## src/rtl/mld_15_7_type2_decoder.sv

```systemverilog
// Serial Type-II majority-logic decoder for the (15,7) cyclic code, g(x) = 1 + x^4 + x^6 + x^7 + x^8.
// Optional bit_corrected output enabled by defining MLD_15_7_CORR_FLAG_EN.
module mld_15_7_type2_decoder (
   input  logic clk,
   input  logic reset,
   input  logic in_bit,
   input  logic in_valid,
   output logic data_out,
   output logic out_valid
`ifdef MLD_15_7_CORR_FLAG_EN
   ,
   output logic bit_corrected
`endif
);

   typedef enum logic {S_IDLE, S_DECODE} state_t;

   state_t      r_state;
   logic [14:0] r_rx;
   logic [14:0] r_dec;
   logic [3:0]  r_rx_cnt;
   logic [2:0]  r_step;

   logic [4:0]  w_est;
   logic [2:0]  w_votes;
   logic        w_maj;
   logic        w_word_done;

   assign w_word_done = in_valid && (r_rx_cnt == 4'd14);

   // Five orthogonal estimates of the bit currently at dec[14]
   always_comb begin
      w_est   = '0;
      w_est[0] = r_dec[0] ^ r_dec[2]  ^ r_dec[6];
      w_est[1] = r_dec[1] ^ r_dec[5]  ^ r_dec[13];
      w_est[2] = r_dec[3] ^ r_dec[11] ^ r_dec[12];
      w_est[3] = r_dec[7] ^ r_dec[8]  ^ r_dec[10];
      w_est[4] = r_dec[14];
      w_votes = {2'b00, w_est[0]} + {2'b00, w_est[1]} + {2'b00, w_est[2]}
              + {2'b00, w_est[3]} + {2'b00, w_est[4]};
      w_maj   = (w_votes >= 3'd3);
   end

   always_ff @(posedge clk or posedge reset) begin
      if (reset) begin
         r_state   <= S_IDLE;
         r_rx      <= '0;
         r_dec     <= '0;
         r_rx_cnt  <= '0;
         r_step    <= '0;
         data_out  <= 1'b0;
         out_valid <= 1'b0;
`ifdef MLD_15_7_CORR_FLAG_EN
         bit_corrected <= 1'b0;
`endif
      end else begin
         if (in_valid) begin
            r_rx     <= {r_rx[13:0], in_bit};
            r_rx_cnt <= w_word_done ? 4'd0 : r_rx_cnt + 4'd1;
         end

         data_out  <= 1'b0;
         out_valid <= 1'b0;
`ifdef MLD_15_7_CORR_FLAG_EN
         bit_corrected <= 1'b0;
`endif

         if (r_state == S_DECODE) begin
            data_out  <= w_maj;
            out_valid <= 1'b1;
`ifdef MLD_15_7_CORR_FLAG_EN
            bit_corrected <= w_maj ^ r_dec[14];
`endif
            r_dec  <= {r_dec[13:0], w_maj};
            r_step <= r_step + 3'd1;
            if (r_step == 3'd6)
               r_state <= S_IDLE;
         end

         // A freshly completed word overrides the decode bookkeeping above
         if (w_word_done) begin
            r_dec   <= {r_rx[13:0], in_bit};
            r_step  <= '0;
            r_state <= S_DECODE;
         end
      end
   end

endmodule

```

## config.mk

```make
export PLATFORM = sky130hd
export DESIGN_NAME = mld_15_7_type2_decoder
export DESIGN_NICKNAME = d
export VERILOG_FILES = /design/src/rtl/mld_15_7_type2_decoder.sv
export SDC_FILE = /design/constraint.sdc
export NUM_CORES = 1
export LEC_CHECK = 0
export ABC_AREA = 0
export ABC_CLOCK_PERIOD_IN_PS = 3100
export CORE_UTILIZATION = 33
export CTS_BUF_LIST = sky130_fd_sc_hd__clkbuf_4 sky130_fd_sc_hd__clkbuf_8 sky130_fd_sc_hd__clkbuf_16
export CTS_CLUSTER_DIAMETER = 80
export DETAILED_ROUTE_END_ITERATION = 8
export DONT_BUFFER_PORTS = 1
export PLACE_DENSITY = 0.48
export RECOVER_POWER = 50
export SYNTH_ARGS = -nofsm -noshare
export SYNTH_HDL_FRONTEND = slang
export SYNTH_SLANG_ARGS = --single-unit
```

## constraint.sdc

```tcl
create_clock -name clk -period 3.1 [get_ports clk]
set_clock_uncertainty 0.1 [all_clocks]
set_input_delay 0.31 -clock clk [delete_from_list [all_inputs] [get_ports clk]]
set_output_delay 0.31 -clock clk [all_outputs]
set_load 0.01 [all_outputs]
```

==> results of run 1 <==
-- routing by layer --
metal,vias up,track usage,share of wire
li1,527,-,-
met1,531,0.151,0.49
met2,9,0.182,0.47
met3,5,0.0353,0.023
met4,0,0.0453,0.014
met5,-,0,0
-- worst max-delay path, stage by stage, from the launching register on --
cell     delay, ps
dfrtp_1        410
xnor2_1        200
xnor2_1        120
fa_1           500
inv_1           50
fa_1           410
inv_1           80
ha_1           210
nor3b_1        140
o21a_1         180
o22a_1         170
-- path summary, 6_finish.rpt --
check                      slack [ps]                    end            startpoint
max                               420   r_dec[0]$_DFFE_PP0P_  r_dec[2]$_DFFE_PP0P_
min                                70   r_dec[0]$_DFFE_PP0P_                in_bit
max reg2reg                       420   r_dec[0]$_DFFE_PP0P_  r_dec[2]$_DFFE_PP0P_
min reg2reg                       390  r_dec[14]$_DFFE_PP0P_  r_rx[13]$_DFFE_PP0P_
max in group asynchronous        1650    r_rx[2]$_DFFE_PP0P_                 reset
min in group asynchronous         490    r_rx[5]$_DFFE_PP0P_                 reset
-- flip-flops by register name, summed over array words and instances, names as in the netlist --
register   flops
data_out       1
out_valid      1
r_dec         15
r_rx          14
r_rx_cnt       4
r_state        1
r_step         3
-- cells by family (layout without fill, tap and decap cells) --
family	after synthesis	in the layout
xor+xnor	12	12
buf+inv	14	18
fa+ha+maj	8	8
simple gates	30	30
mux	28	28
flops	39	39
compound gates	22	22
-- metrics by stage --
step | total power, W | setup WS, ps | cells
2_1_floorplan | 0.00177 | 534 | 153
5_1_grt | 0.00260 | 297 | 229
4_1_cts | 0.00243 | 394 | 228
6_report | 0.00239 | 417 | 229
3_3_place_gp | 0.00190 | 473 | 219
3_5_place_dp | 0.00199 | 405 | 219
-- synth_stat cells, drive strengths merged, types with 2 or more instances --
cell     n  area share
o21ai   17       0.073
nand2   20       0.040
fa       2       0.021
xnor2    8       0.037
dfrtp   39        0.51
nand4    2      0.0066
mux2    14       0.083
a211oi   2      0.0079
mux2i   14       0.074
xor2     4       0.018
nor2     6       0.012
ha       6       0.040
inv      6       0.012
buf      8       0.042
-- what timing repair did --
item                       CTS  global route
hold endpoints to repair    19             1
hold buffers                 1             1
setup endpoints to repair    0             0
buffers inserted             0             0
resized for setup            0             0
-- where the power goes --
group	leakage [nW]	internal, W	switching [W]
combinational	0.325	0.000516	0.000442
sequential	0.467	0.000742	0.000252
clock	0.0612	0.000260	0.000176
-- final cells by class --
type	count	area (sq um)	share of cell area
Sequential cell	39	976	0.474
Tap cell	72	90.1	0.0437
Inverter	6	22.5	0.0109
Multi-Input combinational cell	100	818	0.397
Timing Repair Buffer	4	35.0	0.0170
Clock inverter	2	35.0	0.0170
Clock buffer	6	82.6	0.0401
==> impl_metrics.toml, run 1 <==
[synthesis]
synthAdderAreaFrac = 0.0607
syn-cell-area_sq_mm = 0.00190
syn_avg_cell_area_sq_um = 12.4
synth_compound_area_frac = 0.0917
async_flop_share = 1.00
ys_types = 24
ys_seq_area_frac = 0.515
synthesis.yosys.warnings = 0
ys.flop_type = "dfrtp_1"
synth-seq-cells = 39
synthSimpleGateAreaFrac = 0.0666
synth_fp_nets = 165
synthCells = 153
synth_mux_area_frac = 0.157
synth_top_family_by_area = "multiplexers"
synth_xor_area_frac = 0.0554
synth_edf_count = 0

[route]
vias = 1072
first_iter_violations = 47
avgRoutedWirePerCell_um = 13.5
drt_wl_total_mm = 3.10
viasPerCell = 4.68
drcViolationCount = 0
ant_nets = 0
drtPass1Iterations = 4

[setup_path]
end_kind = "flip-flop"
start_kind = "flip-flop"
crit_fanout = 3
critPathArrivalTime_ps = 2760
worstSetupPathType = "reg -> reg"
required_ps = 3180
rr_worst_depth = 10

[grt]
grt_pass1_wl_mm = 5.44
antenna_found_initial = 0
grt_max_degree = 32
first_global_vias = 1146
track_usage = 0.117
overflow = 0

[sta]
tns_ps = 0
fin_crit_sh = 0.865
finalCriticalPeriod_ps = 2680
hold_slack_ps = 68.0
drv_slew = 0
max_freq_mhz = 373
worst_pin_slew_ps = 992
setup_viol = 0
relSlewSlack = 0.339
rsz0062_at_grt = "no"
hold_viol_final = 0

[die]
rows = 27
die_x_um = 77.8
die_height_um = 77.8
start_util = 0.344
pin_count = 6
dieArea_sq_mm = 0.00606
coreArea_sq_mm = 0.00551

[cts]
clockRootBuffer = "clkbuf_8"
cts_buffers = 5
clock_path_buffers = 2
cts.sink_count = 39
clk_latency_ps = 290
tritoncts = "built"
cts.htree.levels = 2
cts.reportedPaths.clkPinSlew_ps = 80

[job]
maxCapViolations = 0

[layout]
diodes = 0
drive_above_1_share = 0.242
n_fill_cell = 529
final_cell_mix = "dfrtp_1 (39), nand2_1 (20), mux2_2 (14), mux2i_1 (14), o21ai_2 (14)"
nets = 168
fin_util = 0.374
fin_area_sq_mm = 0.00206
syn_to_final_growth_pct = 8.58
final_common_cell = "dfrtp_1"

[min_path]
hold-path-cell-count = 1
hold_path.class = "in -> reg"

[pwr]
ir_drop_mv = 0.428
power.leakage_nw = 0.853
p_per_area_mw_per_mm2 = 1160

[place]
port_buffers = 0
place_hpwl_mm = 2.13
place_area_sq_mm = 0.00192
routabilityCongestion = 0.691

[status]
outcome = "finished clean"
No activity file was read; power rests on OpenSTA's default activity.
==> inputs of run 2 (changes only) <==
--- a/config.mk
+++ b/config.mk
@@ -5,7 +5,6 @@
 export SDC_FILE = /design/constraint.sdc
 export NUM_CORES = 1
 export LEC_CHECK = 0
-export ABC_AREA = 0
 export ABC_CLOCK_PERIOD_IN_PS = 3100
 export CORE_UTILIZATION = 33
 export CTS_BUF_LIST = sky130_fd_sc_hd__clkbuf_4 sky130_fd_sc_hd__clkbuf_8 sky130_fd_sc_hd__clkbuf_16
==> results of run 2 <==
Final layout, timing and power as in run 1 (identical DEF).
==> inputs of run 3 (changes only) <==
--- a/config.mk
+++ b/config.mk
@@ -5,7 +5,7 @@
 export SDC_FILE = /design/constraint.sdc
 export NUM_CORES = 1
 export LEC_CHECK = 0
-export ABC_CLOCK_PERIOD_IN_PS = 3100
+export CORE_ASPECT_RATIO = 2
 export CORE_UTILIZATION = 33
 export CTS_BUF_LIST = sky130_fd_sc_hd__clkbuf_4 sky130_fd_sc_hd__clkbuf_8 sky130_fd_sc_hd__clkbuf_16
 export CTS_CLUSTER_DIAMETER = 80
==> constraint.sdc (replaced) <==
create_clock -name clk -period 3.1 [get_ports clk]
set_clock_uncertainty 0.1 [all_clocks]
set_input_delay 0.465 -clock clk [delete_from_list [all_inputs] [get_ports clk]]
set_output_delay 0.465 -clock clk [all_outputs]
set_load 0.01 [all_outputs]
==> impl_metrics.toml, run 3 (synthesis gave the netlist of run 1 again) <==
[sta]
relSlewSlack = -0.418
drv_slew = 40
finalCriticalPeriod_ps = 2680
fin_crit_sh = 0.865
setup_viol = 0
rsz0062_at_grt = "no"
max_freq_mhz = 373
hold_viol_final = 0
tns_ps = 0
hold_slack_ps = 178
worst_pin_slew_ps = 2130

[layout]
n_fill_cell = 542
multi_input_comb_area_sq_um = 818
seq_area_sq_um = 976
final_cell_mix = "dfrtp_1 (39), nand2_1 (20), mux2_2 (14), mux2i_1 (14), o21ai_2 (14)"
final_common_cell = "dfrtp_1"
diodes = 0
fin_area_sq_mm = 0.00199
drive_above_1_share = 0.234
largest_reg_flops = 15
top_register = "r_dec"
nets = 166
largestRegisters = "r_dec (15), r_rx (14), r_rx_cnt (4)"
syn_to_final_growth_pct = 4.95

[die]
die_x_um = 55.6
die_height_um = 109
coreArea_sq_mm = 0.00547
start_util = 0.347
rows = 38
dieArea_sq_mm = 0.00607
pin_count = 6

[setup_path]
crit_end = "r_dec[0]$_DFFE_PP0P_"
required_ps = 3170
cp_top_family = "adder cells"
crit_cells = 10
start_kind = "flip-flop"
crit_slowest_cell = "fa_1"
worst-path-buf-inv = 2
rr_worst_depth = 10
cp-startpoint = "r_dec[2]$_DFFE_PP0P_"
crit_fanout = 3
crit_chain = "xnor2_1 > xnor2_1 > fa_1 > inv_1 > fa_1 > inv_1 > ha_1 > nor3b_1 > o21a_1 > o22a_1"
crit-reg2reg-launch = "r_dec[2]$_DFFE_PP0P_"
reg2reg_slack_ps = 420
end_kind = "flip-flop"
worstSetupPathType = "reg -> reg"
rr_endpoint = "r_dec[0]$_DFFE_PP0P_"
critPathArrivalTime_ps = 2760
critical_path.max_stage_delay_ps = 500

[route]
drcViolationCount = 0
viasPerCell = 4.99
avgRoutedWirePerCell_um = 14.9
drtPass1Iterations = 2
vias = 1068
drt_wl_total_mm = 3.20
first_iter_violations = 15
ant_nets = 0

[grt]
top_usage_layer = "met2"
grt_max_degree = 40
use_met1 = 0.126
overflow = 0
track_usage = 0.121
met2_usage = 0.228
grt_pass1_wl_mm = 5.57
use_met3 = 0.0202
antenna_found_initial = 0
first_global_vias = 1145

[cts]
clockRootBuffer = "clkbuf_8"
tritoncts = "built"
cts.htree.levels = 2
clk_latency_ps = 280
cts.sink_count = 39
clock_path_buffers = 2
cts_resized = 0
cts_buffers = 5
cts.reportedPaths.clkPinSlew_ps = 70
postCtsSetupRepairBufs = 0
cts_hold_buf = 0

[pwr]
comb_power_share = 0.415
power.leakage_nw = 0.827
ir_drop_mv = 1.04
intPower_w = 0.00143
switchingPower_w = 0.000862
p_per_area_mw_per_mm2 = 1150
p_seq_frac = 0.434
netSwitchingFraction = 0.377
pwr-share-clk = 0.151

[place]
routabilityCongestion = 0.688
place_area_sq_mm = 0.00191
place_hpwl_mm = 2.19
port_buffers = 0

[min_path]
hold-path-cell-count = 1
hold_path.class = "in -> reg"

[status]
outcome = "finished with violations"
violations = "max-capacitance violations, max-slew violations"

[job]
maxCapViolations = 1
-- run 3: power by group through the flow --
stage                     logic [W]  clock network [W]  registers [W]
after floorplan            0.000869                  0       0.000900
after global placement     0.000905                  0        0.00100
after detailed placement   0.000982                  0        0.00101
after CTS                  0.000977           0.000362        0.00100
after global routing        0.00109           0.000385        0.00104
final                      0.000950           0.000345       0.000994
-- run 3: through the flow --
| stage | setup WS, ps | total power [W] | cells | util |
|---|---|---|---|---|
| after floorplan | 534 | 0.00177 | 153 | - |
| after global placement | 464 | 0.00191 | 207 | 0.349 |
| after detailed placement | 410 | 0.00199 | 207 | 0.349 |
| after CTS | 401 | 0.00234 | 214 | 0.365 |
| after global routing | 280 | 0.00251 | 214 | 0.364 |
| final | 418 | 0.00229 | 214 | 0.364 |
-- run 3: worst min-delay path by stage --
stage,from,end
4_1_cts,reset,r_dec[4]$_DFFE_PP0P_
6_report,in_valid,r_rx_cnt[1]$_DFFE_PP0P_
3_3_place_gp,r_rx[13]$_DFFE_PP0P_,r_dec[14]$_DFFE_PP0P_
5_1_grt,in_valid,r_rx_cnt[1]$_DFFE_PP0P_
3_5_place_dp,r_rx[13]$_DFFE_PP0P_,r_dec[14]$_DFFE_PP0P_
2_1_floorplan,r_state$_DFF_PP0_,out_valid$_DFF_PP0_
-- run 3: layer usage --
layer | vias up | part of all wire
met2 | 5 | 0.56
met4 | 0 | 0.0097
li1 | 519 | -
met3 | 2 | 0.016
met5 | - | 0
met1 | 542 | 0.41
-- run 3: area by class of cell --
cell class | count | share of cell area
flip-flops and latches | 39 | 0.490
multi-input cells | 100 | 0.411
clock buffers | 6 | 0.0415
well taps | 60 | 0.0377
inverters | 6 | 0.0113
repair buffers | 2 | 0.00566
clock inverters | 1 | 0.00251
